--- src/rtl/uart_ctrl_pkg.sv ---
// Purpose: shared types and helpers for the UART TX scheduler slice.
// Latency: n/a (types, constants and an elaboration-time helper only).
// Backpressure: n/a.
//
// Contents:
//   sched_state_e : scheduler FSM states IDLE -> START -> WAIT -> IDLE
//   DATA_W_DEF    : default byte width, matches the UART data_in width
//   grant_idx_w() : width of a requester index (never below 1 bit)
package uart_ctrl_pkg;

  typedef enum logic [1:0] {
    IDLE  = 2'd0,
    START = 2'd1,
    WAIT  = 2'd2
  } sched_state_e;

  localparam int DATA_W_DEF = 8;

  function automatic int grant_idx_w(input int n);
    return (n > 1) ? $clog2(n) : 1;
  endfunction

endpackage

--- src/rtl/uart_tx_scheduler_rr_arbiter.sv ---
// Purpose: round-robin pick of the first set request at or above a pointer, wrapping.
// Latency: purely combinational, zero cycles.
// Backpressure: none; the caller decides when a grant is consumed.
//
// Ports:
//   i_req     in  NUM_REQ  request vector
//   i_ptr     in  IDX_W    search start index (always < NUM_REQ)
//   o_gnt_oh  out NUM_REQ  one-hot winner (all zero when nothing requests)
//   o_gnt_idx out IDX_W    binary index of the winner
//   o_any     out 1        at least one request is set
module rr_arbiter
  import uart_ctrl_pkg::*;
#(
  parameter int  NUM_REQ = 4,
  localparam int IDX_W   = grant_idx_w(NUM_REQ)
) (
  input  logic [NUM_REQ-1:0] i_req,
  input  logic [IDX_W-1:0]   i_ptr,
  output logic [NUM_REQ-1:0] o_gnt_oh,
  output logic [IDX_W-1:0]   o_gnt_idx,
  output logic               o_any
);

  // One spare bit so ptr + offset cannot overflow before the wrap.
  localparam int SUM_W = IDX_W + 1;

  logic [SUM_W-1:0] w_sum;
  logic [IDX_W-1:0] w_pos;

  always_comb begin
    o_gnt_oh  = '0;
    o_gnt_idx = '0;
    o_any     = 1'b0;
    w_sum     = '0;
    w_pos     = '0;
    for (int k = 0; k < NUM_REQ; k++) begin
      w_sum = {1'b0, i_ptr} + SUM_W'(k);
      // i_ptr < NUM_REQ and k < NUM_REQ, so one subtraction is a full modulo.
      if (w_sum >= SUM_W'(NUM_REQ)) begin
        w_sum = w_sum - SUM_W'(NUM_REQ);
      end
      w_pos = w_sum[IDX_W-1:0];
      if (!o_any && i_req[w_pos]) begin
        o_any           = 1'b1;
        o_gnt_oh[w_pos] = 1'b1;
        o_gnt_idx       = w_pos;
      end
    end
  end

endmodule

--- src/rtl/uart_tx_scheduler.sv ---
// Purpose: share one UART transmitter between NUM_REQ byte requesters, round-robin, one byte per grant.
// Latency: req_valid in IDLE at cycle t -> req_ack at t+1, tx_start at t+2; tx_done at t -> next tx_start at t+3.
// Backpressure: a requester holds req_valid until its req_ack pulse; no new grant until the UART reports tx_done.
//
// Optional feature: define UART_TX_SCHED_TIMEOUT_EN to enable the WAIT watchdog
// (abort after TIMEOUT_CYC cycles without tx_done, pulse timeout_err). Undefined:
// WAIT holds until tx_done and timeout_err is tied low.
//
// Ports:
//   clk          in   1               system clock
//   rst          in   1               asynchronous active-low reset
//   req_valid    in   NUM_REQ         requester i has a byte pending
//   req_data     in   NUM_REQ*DATA_W  byte of requester i at [i*DATA_W +: DATA_W]
//   req_ack      out  NUM_REQ         one-hot 1-cycle pulse, byte of requester i taken
//   tx_start     out  1               1-cycle start pulse to the UART
//   data_in      out  DATA_W          byte to the UART, stable for the whole transfer
//   tx_done      in   1               UART finished the current byte
//   busy         out  1               a transfer is in START or WAIT
//   grant_id     out  IDX_W           requester currently being served
//   timeout_err  out  1               1-cycle pulse on watchdog abort
module uart_tx_scheduler
  import uart_ctrl_pkg::*;
#(
  parameter int  NUM_REQ     = 4,
  parameter int  DATA_W      = DATA_W_DEF,
  parameter int  TIMEOUT_CYC = 20000,
  localparam int IDX_W       = grant_idx_w(NUM_REQ)
) (
  input  logic                      clk,
  input  logic                      rst,
  input  logic [NUM_REQ-1:0]        req_valid,
  input  logic [NUM_REQ*DATA_W-1:0] req_data,
  output logic [NUM_REQ-1:0]        req_ack,
  output logic                      tx_start,
  output logic [DATA_W-1:0]         data_in,
  input  logic                      tx_done,
  output logic                      busy,
  output logic [IDX_W-1:0]          grant_id,
  output logic                      timeout_err
);

  sched_state_e       r_state;
  sched_state_e       w_state_nxt;

  logic [IDX_W-1:0]   r_rr_ptr;
  logic [IDX_W-1:0]   r_grant_id;
  logic [DATA_W-1:0]  r_data;
  logic [NUM_REQ-1:0] r_req_ack;
  logic               r_tx_start;
  logic               r_timeout_err;

  logic [NUM_REQ-1:0] w_gnt_oh;
  logic [IDX_W-1:0]   w_gnt_idx;
  logic               w_any;

  logic               w_grant;    // arbitration result taken this cycle
  logic               w_finish;   // transfer ends this cycle (done or abort)
  logic               w_expire;   // watchdog limit reached in WAIT
  logic               w_timeout;  // expiry without a coincident tx_done

  rr_arbiter #(
    .NUM_REQ (NUM_REQ)
  ) u_arb (
    .i_req     (req_valid),
    .i_ptr     (r_rr_ptr),
    .o_gnt_oh  (w_gnt_oh),
    .o_gnt_idx (w_gnt_idx),
    .o_any     (w_any)
  );

`ifdef UART_TX_SCHED_TIMEOUT_EN
  localparam int CNT_W = grant_idx_w(TIMEOUT_CYC);

  logic [CNT_W-1:0] r_wait_cnt;

  // Held at zero outside WAIT, so it reads 0 on the first WAIT cycle.
  always_ff @(posedge clk or negedge rst) begin
    if (!rst) begin
      r_wait_cnt <= '0;
    end else if (r_state != WAIT) begin
      r_wait_cnt <= '0;
    end else begin
      r_wait_cnt <= r_wait_cnt + 1'b1;
    end
  end

  assign w_expire = (r_state == WAIT) && (r_wait_cnt == CNT_W'(TIMEOUT_CYC - 1));
`else
  // Keeps the limit referenced while the watchdog is compiled out.
  logic [31:0] w_unused_timeout_cyc;
  assign w_unused_timeout_cyc = TIMEOUT_CYC;
  assign w_expire             = 1'b0;
`endif

  // A tx_done arriving on the expiry cycle is a normal finish, not an error.
  assign w_timeout = w_expire && !tx_done;

  // FSM state register.
  always_ff @(posedge clk or negedge rst) begin
    if (!rst) begin
      r_state <= IDLE;
    end else begin
      r_state <= w_state_nxt;
    end
  end

  // FSM next state. tx_done is only looked at in WAIT.
  always_comb begin
    w_state_nxt = r_state;
    w_grant     = 1'b0;
    w_finish    = 1'b0;
    case (r_state)
      IDLE: begin
        if (w_any) begin
          w_grant     = 1'b1;
          w_state_nxt = START;
        end
      end
      START: begin
        w_state_nxt = WAIT;
      end
      WAIT: begin
        if (tx_done || w_expire) begin
          w_finish    = 1'b1;
          w_state_nxt = IDLE;
        end
      end
      default: begin
        w_state_nxt = IDLE;
      end
    endcase
  end

  // Datapath and output pulses. tx_start is registered from START so it lands
  // on the first WAIT cycle, two cycles after the request was seen in IDLE.
  always_ff @(posedge clk or negedge rst) begin
    if (!rst) begin
      r_rr_ptr      <= '0;
      r_grant_id    <= '0;
      r_data        <= '0;
      r_req_ack     <= '0;
      r_tx_start    <= 1'b0;
      r_timeout_err <= 1'b0;
    end else begin
      r_req_ack     <= '0;
      r_tx_start    <= (r_state == START);
      r_timeout_err <= w_timeout;
      if (w_grant) begin
        r_data     <= req_data[w_gnt_idx*DATA_W +: DATA_W];
        r_grant_id <= w_gnt_idx;
        r_req_ack  <= w_gnt_oh;
      end
      // Abort advances the pointer exactly like a completed byte.
      if (w_finish) begin
        if (r_grant_id == IDX_W'(NUM_REQ - 1)) begin
          r_rr_ptr <= '0;
        end else begin
          r_rr_ptr <= r_grant_id + 1'b1;
        end
      end
    end
  end

  assign req_ack     = r_req_ack;
  assign tx_start    = r_tx_start;
  assign data_in     = r_data;
  assign grant_id    = r_grant_id;
  assign timeout_err = r_timeout_err;
  assign busy        = (r_state != IDLE);

endmodule

--- config.mk ---
export PLATFORM = sky130hd
export DESIGN_NAME = uart_tx_scheduler
export DESIGN_NICKNAME = d
export VERILOG_FILES = /design/src/rtl/uart_ctrl_pkg.sv /design/src/rtl/uart_tx_scheduler_rr_arbiter.sv /design/src/rtl/uart_tx_scheduler.sv
export SDC_FILE = /design/constraint.sdc
export NUM_CORES = 1
export LEC_CHECK = 0
export ABC_AREA = 1
export CELL_PAD_IN_SITES_DETAIL_PLACEMENT = 1
export CELL_PAD_IN_SITES_GLOBAL_PLACEMENT = 1
export CORE_AREA = 2 2 76 78
export DETAILED_ROUTE_END_ITERATION = 8
export DIE_AREA = 0 0 78 80
export PLACE_DENSITY = 0.88
export SLEW_MARGIN = 20
export SYNTH_ARGS = -nofsm -noshare
export SYNTH_HDL_FRONTEND = slang
export SYNTH_HIERARCHICAL = 1
export SYNTH_SLANG_ARGS = --single-unit
export TNS_END_PERCENT = 10
--- constraint.sdc ---
create_clock -name clk -period 3.2 [get_ports clk]
set_input_delay 0.48 -clock clk [delete_from_list [all_inputs] [get_ports clk]]
set_output_delay 0.48 -clock clk [all_outputs]
set_load 0.02 [all_outputs]
==> flow_metrics.tcl <==
set metrics [dict create \
    syn_to_final_growth_pct 38.5 \
    cpLargestDelayFamily "simple AND/OR/NAND/NOR gates" \
    portBuffers 54 \
    timing.fmax_mhz 391 \
    outcome "complete, no violations" \
    post-route-drc-count 0 \
    worstMarginPinSlew_ns 0.869 \
    crit_buf_inv 3 \
    slowest_delay_ns 0.38 \
    wire_per_inst_um 13.2 \
    hp-class "register to register" \
    htreeDepth 1 \
    core-area_um2 5410 \
    clockBufferDepth 2 \
    peakVddDrop_mv 0.422 \
    first_global_vias 1773 \
    num_rows 27 \
    slew_viol_final 0 \
    grt.overflow.total 0 \
    timing.max_cap.violations 0 \
    hp-start "data_in[7]" \
    routed-via-count 1708 \
    hold-path-cell-count 2 \
    start_util 0.304 \
    yosys.area.top_type "dfrtp_1" \
    die_height_um 80 \
    ys.flop_type "dfrtp_1" \
    clkTransAtPathRegs_ns 0.08 \
    dieArea_um2 6240 \
    reg2reg_depth 14 \
    worstSetupPathType "register to register" \
    gp_congestion 0.848 \
    nNetsFinal 343 \
    synth_fp_nets 287 \
    final.period_utilization 0.800 \
    cp_slowest_cell "ha_1" \
    cts_buffers 3 \
    yosysWarnings 6 \
    worstPathRequired_ns 3.36 \
    grt_pass1_wl_um 8370 \
    synth-edff-count 0 \
    slew_headroom 0.419 \
    synth-seq-area-share 0.289 \
    crit_path_end_kind "register" \
    first_iter_violations 82 \
    cts_repair_resize_count 0 \
    cts_hold_buf 0 \
    synthArstFlopShare 1.00 \
    synthCells 242 \
    grt_max_degree 20 \
    worstReg2RegStart "r_rr_ptr[1]" \
    crit_arrival_ns 2.72 \
    place_hpwl_um 3910 \
    crit_cells 14 \
    start_kind "register" \
    drive_gt1_frac 0.145 \
    cts.sinks 19 \
    track_usage 0.169 \
    netlist_area_um2 1650 \
    ys_types 24 \
    root_buffer "clkbuf_8" \
    fin_crit_ns 2.56 \
    synth_top_area_share 0.289 \
    leakage_nw 1.22 \
    drt-total-wl_um 4860 \
    worstPathMaxFanout 13 \
    postRouteAntennaNets 0 \
    avgViaCountPerCell 4.63 \
    crit_chain "inv_1 > ha_1 > inv_1 > nand2_1 > nand2_2 > nor2_4 > nand4_1 > nand3_1 > buf_4 > nand2_1 > nand3_1 > nand2_1 > nand2_1 > nand2_1" \
    finalHoldWorstSlack_ns 0.480 \
    n_antenna_cell 0 \
    ys_ff_latch 19 \
    powerDensity_nw_per_um2 1130 \
    clk_latency_ns 0.26 \
    die_w_um 78 \
    hold_violations 0 \
    nFillCells 712 \
    syn_avg_cell_area_um2 6.80 \
    crit_top_cell "nand2_1" \
    cts_tree "yes" \
    cts_setup_buffers 0 \
    setup_tns_ns 0 \
    crit_path_start "r_rr_ptr[1]" \
    firstDrtPassIters 5 \
    rsz0062_at_grt "no" \
    fin_skew_ns 0.00112 \
    finalSetupViolCount 0 \
    io-pin-count 56 \
    antenna_found_initial 0 \
    synthTopCellsByArea "dfrtp_1 (29%), nand2_1 (17%), inv_1 (11%)" \
]
worst paths after layout:
kind                       slack (ns)           to
max                              0.64   data_in[3]
min                              0.48   data_in[7]
max reg2reg                      0.64   data_in[3]
min reg2reg                      0.48   data_in[7]
max in group asynchronous        1.96  grant_id[0]
min in group asynchronous        0.71   req_ack[2]
synthesized netlist by cell type (3+ instances only):
cell / number
a21oi_1: 7
inv_1: 47
nand2_2: 15
dfrtp_1: 19
nand4_1: 7
a21boi_0: 4
nand2_1: 76
nor2_1: 6
nand3_2: 11
nand3_1: 22
buf_6: 3
o21ai_0: 4
ha_1: 6
routing by layer:
layer  share of wire  global-route usage
met3           0.053              0.0305
met5               0                   0
met4           0.013              0.0439
met2            0.54               0.328
met1            0.39               0.188
per-stage QoR:
stage               instances  setup slack (ns)  power [mW]  area, µm²   util
floorplan                 242             0.983        1.96       1650      -
finish                    369             0.639        2.57       2280  0.422
detailed placement        365             0.407        2.40       2230  0.413
CTS                       369             0.623        2.60       2280  0.422
global route              369             0.352        2.84       2280  0.422
global placement          365             0.505        2.32       2230  0.413
cell families after synthesis:
kind of cell	after synthesis	share of synthesized area
and+or+nand+nor	142	0.440
buffers and inverters	58	0.167
DFF	19	0.289
AOI/OAI and AO/OA	16	0.0563
adders and majority gates	6	0.0456
other	1	0.00228
where the power goes:
| group | leakage (nW) | total, mW | internal, mW | switching, mW |
|---|---|---|---|---|
| combinational | 0.950 | 1.97 | 0.706 | 1.27 |
| clock | 0.0255 | 0.177 | 0.0868 | 0.0903 |
| sequential | 0.241 | 0.422 | 0.354 | 0.0677 |
| total | 1.22 | 2.57 | 1.15 | 1.42 |
placed cells by master (no fill, tap or decap), drive strengths merged:
cell,instances
nand2,93
or2,1
clkdlybuf4s50,54
a21boi,4
dfrtp,19
o21bai,1
ha,6
inv,51
nand3,34
a21oi,7
nor2,7
nand4,7
buf,4
conb,1
clkinv,1
o21ai,4
clkbuf,3
layout make-up:
class | count | area [µm²] | share of cell area
Timing Repair Buffer | 58 | 571 | 0.250
Clock buffer | 3 | 41.3 | 0.0181
Clock inverter | 1 | 5.00 | 0.00220
Tap cell | 72 | 90.1 | 0.0395
Multi-Input combinational cell | 165 | 895 | 0.393
Inverter | 51 | 201 | 0.0884
Sequential cell | 19 | 475 | 0.209
sequential cells by signal, indices dropped and copies added, names as in the netlist:
signal,flops
data_in,8
req_ack,4
grant_id,2
r_rr_ptr,2
r_state,2
tx_start,1
tightest hold or removal path: cells and delay by family, from the launching register on:
kind	cells	cell delay, ns
simple gates	2	0.10
flops	1	0.35
Power figures use the tool's default switching activity.
